$ cat src/rtl/fir_stream_driver.sv
// Host-to-FIR transmit driver: gathers TAPS coefficients, bursts them to the filter, then streams samples.
// Optional build macro FIR_DRV_RESCNT_EN adds a saturating res_count output.
module fir_stream_driver #(
    parameter int TAPS = 5,
    parameter int CW   = 3
) (
    input  logic        clk,
    input  logic        reset,
    input  logic [7:0]  cfg_data,
    input  logic        cfg_valid,
    output logic        cfg_ready,
    input  logic [7:0]  smp_data,
    input  logic        smp_valid,
    output logic        smp_ready,
    output logic [7:0]  fir_data,
    output logic        fir_coef_enable,
    output logic        fir_sample_enable,
    input  logic [15:0] fir_result,
    input  logic        fir_out_enable,
    input  logic        fir_error,
    output logic [15:0] res_data,
    output logic        res_valid,
    output logic        busy,
    output logic        err
`ifdef FIR_DRV_RESCNT_EN
    ,
    output logic [15:0] res_count
`endif
);

    localparam logic [2:0] ST_IDLE    = 3'd0;
    localparam logic [2:0] ST_COLLECT = 3'd1;
    localparam logic [2:0] ST_BURST   = 3'd2;
    localparam logic [2:0] ST_STREAM  = 3'd3;
    localparam logic [2:0] ST_ERROR   = 3'd4;

    localparam logic [CW-1:0] LAST_IDX = CW'(TAPS - 1);

    logic [2:0]    state_q, state_d;
    logic [CW-1:0] index_q, index_d;
    logic [7:0]    bank_q [TAPS];
    logic [7:0]    bank_d [TAPS];
    logic [7:0]    fir_data_q, fir_data_d;
    logic          coef_en_q, coef_en_d;
    logic          smp_en_q, smp_en_d;
    logic [15:0]   res_data_q, res_data_d;
    logic          res_valid_q, res_valid_d;

    logic fault;
    logic cfg_hs;
    logic smp_hs;

    // A sample issued without a matching result is as fatal as the filter's own error.
    assign fault = fir_error || (smp_en_q && !fir_out_enable);

    assign cfg_ready = reset && !fault &&
                       ((state_q == ST_IDLE) || (state_q == ST_COLLECT) || (state_q == ST_STREAM));
    assign smp_ready = reset && !fault && (state_q == ST_STREAM) && !cfg_valid;

    assign cfg_hs = cfg_valid && cfg_ready;
    assign smp_hs = smp_valid && smp_ready;

    always_comb begin
        // NOTE: every next-state signal gets a default first so no path infers a latch.
        state_d     = state_q;
        index_d     = index_q;
        bank_d      = bank_q;
        fir_data_d  = '0;
        coef_en_d   = 1'b0;
        smp_en_d    = 1'b0;
        res_data_d  = res_data_q;
        res_valid_d = 1'b0;

        if (smp_en_q && fir_out_enable) begin
            res_data_d  = fir_result;
            res_valid_d = 1'b1;
        end

        case (state_q)
            ST_IDLE: begin
                if (cfg_hs) begin
                    bank_d[0] = cfg_data;
                    index_d   = CW'(1);
                    state_d   = ST_COLLECT;
                end
            end
            ST_COLLECT: begin
                if (cfg_hs) begin
                    bank_d[index_q] = cfg_data;
                    if (index_q == LAST_IDX) begin
                        index_d = '0;
                        state_d = ST_BURST;
                    end else begin
                        index_d = index_q + CW'(1);
                    end
                end
            end
            ST_BURST: begin
                coef_en_d  = 1'b1;
                fir_data_d = bank_q[index_q];
                if (index_q == LAST_IDX) begin
                    index_d = '0;
                    state_d = ST_STREAM;
                end else begin
                    index_d = index_q + CW'(1);
                end
            end
            ST_STREAM: begin
                // A coefficient arriving here restarts the load; smp_ready is already held low.
                if (cfg_hs) begin
                    bank_d[0] = cfg_data;
                    index_d   = CW'(1);
                    state_d   = ST_COLLECT;
                end else if (smp_hs) begin
                    smp_en_d   = 1'b1;
                    fir_data_d = smp_data;
                end
            end
            ST_ERROR: begin
                state_d = ST_ERROR;
            end
            default: begin
                state_d = ST_ERROR;
            end
        endcase

        if (fault) begin
            state_d    = ST_ERROR;
            coef_en_d  = 1'b0;
            smp_en_d   = 1'b0;
            fir_data_d = '0;
        end
    end

    always_ff @(posedge clk) begin
        if (!reset) begin
            state_q     <= ST_IDLE;
            index_q     <= '0;
            // NOTE: the coefficient bank is small and architecturally visible, so it is cleared too.
            for (int i = 0; i < TAPS; i++) begin
                bank_q[i] <= '0;
            end
            fir_data_q  <= '0;
            coef_en_q   <= 1'b0;
            smp_en_q    <= 1'b0;
            res_data_q  <= '0;
            res_valid_q <= 1'b0;
        end else begin
            // NOTE: non-blocking updates keep every register sampling pre-edge values.
            state_q     <= state_d;
            index_q     <= index_d;
            bank_q      <= bank_d;
            fir_data_q  <= fir_data_d;
            coef_en_q   <= coef_en_d;
            smp_en_q    <= smp_en_d;
            res_data_q  <= res_data_d;
            res_valid_q <= res_valid_d;
        end
    end

`ifdef FIR_DRV_RESCNT_EN
    logic [15:0] res_count_q;
    logic        reload_start;

    assign reload_start = cfg_hs && (state_q == ST_STREAM);

    always_ff @(posedge clk) begin
        if (!reset) begin
            res_count_q <= '0;
        end else if (reload_start) begin
            res_count_q <= '0;
        end else if (res_valid_q && (res_count_q != 16'hFFFF)) begin
            res_count_q <= res_count_q + 16'd1;
        end
    end

    assign res_count = res_count_q;
`endif

    assign fir_data          = fir_data_q;
    assign fir_coef_enable   = coef_en_q;
    assign fir_sample_enable = smp_en_q;
    assign res_data          = res_data_q;
    assign res_valid         = res_valid_q;
    // The final burst cycle is shown after the state has already moved on.
    assign busy              = (state_q == ST_COLLECT) || (state_q == ST_BURST) || coef_en_q;
    assign err               = (state_q == ST_ERROR);

endmodule
$ cat config.mk
export PLATFORM = sky130hd
export DESIGN_NAME = fir_stream_driver
export DESIGN_NICKNAME = d
export VERILOG_FILES = /design/src/rtl/fir_stream_driver.sv
export SDC_FILE = /design/constraint.sdc
export NUM_CORES = 1
export LEC_CHECK = 0
export BUFFER_PORTS_ARGS = -buffer_cell sky130_fd_sc_hd__buf_2
export CAP_MARGIN = 0
export CORE_MARGIN = 4
export CORE_UTILIZATION = 40
export DETAILED_ROUTE_END_ITERATION = 12
export PLACE_DENSITY = 0.7
export REMOVE_ABC_BUFFERS = 1
export SETUP_SLACK_MARGIN = 0.5
export SLEW_MARGIN = 25
export SYNTH_ARGS = -nofsm -noshare
export SYNTH_HDL_FRONTEND = slang
export SYNTH_SLANG_ARGS = --single-unit
$ cat constraint.sdc
create_clock -name clk -period 3.1 [get_ports clk]
set_input_delay 0.465 -clock clk [delete_from_list [all_inputs] [get_ports clk]]
set_output_delay 0.465 -clock clk [all_outputs]
set_load 0.005 [all_outputs]
After elaboration in Yosys (flattened, before gate mapping). Index checks and enable logic that the tools add are counted.

Reductions and logical operators: 28. Add/subtract/negate cells: 1. Muxes and demuxes: 24. Bitwise logic cells: 3. Magnitude comparators: 2. Equality and inequality tests: 13.

Operator list (number): two-way mux 8 bit (6); bitwise mux 40 bit (1); two-way mux 40 bit (1); case mux 8 bit (2 select lines) (2); binary-select mux 8 bit (select 3 bit) (1); demux 8 bit (select 3 bit) (1); two-way mux 3 bit (7); case mux 3 bit (3 select lines) (2); logical AND 1 bit (9); AND reduction 4 bit (2); equality test 3 x 2 -> 1 bit, second input constant (2); equality test 3 bit, second input constant (2); != test 3 bit, second input constant (2); AND reduction 3 bit (2); logical OR 1 bit (5); greater-or-equal comparator 4 bit, second input constant (1); less-than comparator 4 x 1 -> 1 bit, second input constant (1); != test 2 x 1 -> 1 bit, second input constant (2); != test 2 bit, second input constant (2); NOT 3 -> 4 bit (1); OR reduction 2 bit (2); OR reduction 4 bit (1); adder 3 x 1 -> 3 bit, second input constant (1); equality test 3 x 1 -> 1 bit, second input constant (1); other kinds (9) (14).

Register bits: 73. Bits of input ports: 38. Logic and storage cells: 84. Output and inout bits: 31.

Depth between registers and ports, before layout.
Word-level depth: 11. Depth in mapped cells: 7. Mapped depth without buffers: 5.

Least setup slack after synthesis. Ideal clock, no wire load.

Path kind: in2reg. From: input cfg_valid. To: register bank_q[10] (netlist name). Path buffers: 3. Arrival: 1.580 ns. Stages: 7. Setup slack: 1.401 ns. Library setup time: 0.119 ns. Path through: buf_4 > nand2_2 > or2_1 > buf_6 > or3_4 > buf_6 > mux2i_1.

Longest elaborated chain between the ends: 2.

Ends and longest elaborated chain: start: declaration (line 10) `input logic cfg_valid,`; logical AND 1 bit (line 60) `assign cfg_hs = cfg_valid && cfg_ready;`; AND reduction 2 bit (no source line); end signal: assignment (line 152) `bank_q <= bank_d;`; end: declaration (line 41) `logic [7:0] bank_q [TAPS];`.

No other way between the ends. A chain may end at the register's enable or synchronous reset.

Worst setup path in the final report.
From: register state_q[2]. To: output cfg_ready.

Longest elaborated chain between the ends: 4. Elaborated cells between the ends (all ways): 6.

Ends and longest elaborated chain: start: declaration (line 39) `logic [2:0] state_q, state_d;`; start signal: assignment (line 150) `state_q <= state_d;`; equality test 3 x 1 -> 1 bit or logical NOT 3 bit (tied branches) (line 57) `((state_q == ST_IDLE) || (state_q == ST_COLLECT) || (state_q == ST_STREAM));`; logical OR 1 bit (line 57); logical OR 1 bit (*) (line 57); logical AND 1 bit (*) (line 56) `assign cfg_ready = reset && !fault &&`; end: declaration (line 11) `output logic cfg_ready,`.

Mark *: on every way between the ends. The rest lies on a longest branch, timed or not.

==> metrics.md <==
| Metric | Value |
|---|---|
| Final Setup Violations | 0 |
| Clk_lat worst skew | about 0.35 ns |
| Layout Utilization | 48.8% |
| Worst path max stage delay | between 0.3 and 0.4 ns |
| Yosys top cell by area | dfxtp_1 |
| Setup Buffers After CTS | 0 |
| Row count | 32 |
| # diodes | 0 |
| EDFF count, synth | 0 |
| RSZ-0062 raised after global routing | false |
| DR pass1 iterations | 4 |
| CP max stage cell | dfxtp_1 |
| Syn avg cell area | just over 9 sq um |
| Worst setup EP type | primary output |
| Unique masters post-synth | between 40 and 50 |
| Die Area | approximately 9500 sq um |
| Async S/R FF share, synth | 0% |
| Final ANT Viol Nets | 0 |
| Area of the multi-input gates | ~1600 sq um |
| Max transition margin | roughly 56% |
| Clock Tree Root | clkbuf_8 |
| Total gr overflow | 0 |
| Layout cell share with drive strength beyond 1 | 26.5% |
| Final hold violations | 0 |
| Number of global-route vias before repair | 2479 |
| Outcome | finished clean |
| Register area | between 1000 and 1500 sq um |
| Via count | ~2600 |
| H-tree levels | 3 |
| Fmax | 489 MHz |
| Synth area leaders | dfxtp_1 46%, mux2i_1 12%, nand2_1 11%, a21boi_0 4.0%, mux2_2 2.8% |
| Worst min path class | primary input to register |
| Antenna violations before repair | 0 |
| Largest family of logic cells by synthesized area | simple AND/OR/NAND/NOR gates |
| Flops & latches, synth | 73 |
| Clk slew on worst S/H paths | 0.07 ns |
| CP max FO | 11 |
| I/O pin total | between 60 and 70 |
| Core area | 7770 sq um |
| Post-synthesis mux area share | 15.3% |
| CTS-repair resized insts | 0 |
| Startpoint types | register |
| Required @ worst endpoint | 2.63 ns |
| CP delay by family, top | simple AND/OR/NAND/NOR gates |
| Leakage | about 0.0016 uW |
| Worst EP arrival | 1.58 ns |
| Crit path cell chain | nor2_4 -> nand3_2 -> a21oi_1 -> buf_2 |
| Area growth syn-to-layout | 18.1% |
| Clock tree buffer depth | 2 |
| Number of port buffers | around 70 |
| DR iter-0 viols | approximately 150 |
| Final worst path period need | about 2 ns |
| Num CTS Buffers | 9 |
| Yosys warns | 0 |
| Largest net degree at the start of global routing | 54 |
| Final WL | 7480 microns |
| DP HPWL | ~5200 microns |
| Clock sink count | 73 |
| Fin crit share | 65.9% |
| Compound-Gate Fraction of Synth Area | 13.5% |
| DRC violations left | 0 |
| Clock Skews | ~0.0076 ns |
| Kind of critical path | register to primary output |
| Post-layout net count | 448 |
| Fin Setup TNS | 0 ns |
| Pwr Total | 1730 uW |
| Non-filler cells, final | ~500 |
| Drt wl/cell | between 10 and 15 microns |
| Routability cong. | ~0.8 |
| Max_cap viols | 0 |
| Die W | between 90 and 100 microns |
| Via-per-instance ratio | approximately 5.1 |
| Die H | a little under 100 microns |
| Least-Margin Pin Slew | 0.655 ns |
| Cell Pwr Density | 457 nW/um^2 |
| Hold-fix buffers, CTS | 0 |
| CTS tree | done |
| Post-Synth Adder-Cell Area | 0.780% |
| Post-synthesis cell count | 345 |
| Cells after DPL | 499 |
| Xor-xnor portion of the synthesized cell area | less than 1% |
| CP bufs+invs | 1 |
| Worst IR Drop VDD | around 0.2 mV |
| Cell area after synthesis | roughly 3200 sq um |
| Simple-Gate Fraction of Synth Area | a little under a fifth |
| Sequential area share after synthesis | roughly 46% |
| Initial core utilization | about two fifths |
| First-pass GRT wire length | around 12000 microns |
| Share of the synthesized area in the top cell type | 45.5% |
| Slew Limit Fails | 0 |
| Fillers | between 700 and 800 |
| Top FF cell, synth | dfxtp_1 |
| GRT Util Overall | between 15 and 20% |
synth_stat cells, drive strengths merged, types with 2 or more instances:
cell,n
nand2,91
dfxtp,73
mux2i,40
a21boi,17
nor2,13
buf,12
clkbuf,12
inv,12
a221o,8
a22o,8
a22oi,8
mux2,8
a21oi,4
nor3,4
and3,3
nand3,3
nor3b,3
or2,3
ha,2
nand4,2
nor2b,2
nor4,2
stage by stage:
step | worst slack [ns] | hold slack, ns | area (sq um)
after floorplan | 0.571 | 0.432 | 3070
after global placement | 1.11 | 0.442 | 3610
after detailed placement | 1.03 | 0.446 | 3610
after CTS | 1.06 | 0.332 | 3790
after global routing | 0.927 | 0.346 | 3790
final | 1.06 | 0.341 | 3790
per-layer routing:
metal | routed length (microns) | GRT usage, % | part of all wire, %
met1 | 3590 | 22.9 | 48
met2 | 3330 | 24.0 | 45
met3 | 453 | 3.52 | 6.1
met4 | 105 | 5.86 | 1.4
met5 | 0 | 0 | 0
report_power, final:
part / internal, uW / total (uW) / switching [uW]
sequential: 944 / 954 / 9.07
combinational: 38.7 / 92.0 / 53.4
clock: 351 / 685 / 334
total: 1330 / 1730 / 396
worst paths after layout:
path / start / endpoint / slack (ns) / cells after the start
hold / removal: smp_data[7] / fir_data[7]$_SDFF_PP0_ / 0.34 / 2
hold reg to reg: bank_q[11]$_SDFFE_PN0P_ / bank_q[11]$_SDFFE_PN0P_ / 0.46 / 2
setup / recovery: state_q[2]$_SDFFE_PN0P_ / cfg_ready / 1.06 / 4
setup reg to reg: index_q[0]$_SDFFE_PN0P_ / bank_q[36]$_SDFFE_PN0P_ / 1.23 / 3
cells by family (layout without fill, tap and decap cells):
logic type               after synthesis  count (layout)
AO/OA/AOI/OAI                         54              54
XOR/XNOR                               2               2
adder cells (fa/ha/maj)                2               2
buffers and inverters                 36             103
flip-flops                            73              73
multiplexers                          48              48
AND/OR/NAND/NOR                      130             130
placed cells by master (no fill, tap or decap), drive strengths merged, types with 8 or more instances in the layout:
master,instances
dfxtp,73
inv,12
a22oi,8
a22o,8
nor2,13
a21boi,17
buf,76
mux2i,40
clkbuf,13
nand2,91
a221o,8
mux2,8
registers in the layout, summed over array words and instances, names as in the netlist:
| register | count |
|---|---|
| index_q | 3 |
| fir_coef_enable | 1 |
| res_valid | 1 |
| fir_sample_enable | 1 |
| res_data | 16 |
| bank_q | 40 |
| fir_data | 8 |
| state_q | 3 |
cell type report:
class,instances,share of cell area (%)
clock inverter,2,0.330
sequential,73,38.6
timing repair buffer,76,10.6
multi-input combinational,236,41.5
inverter,12,1.19
tap,102,3.37
clock buffer,13,4.46
Note: power is estimated with default switching activity, not from simulation.
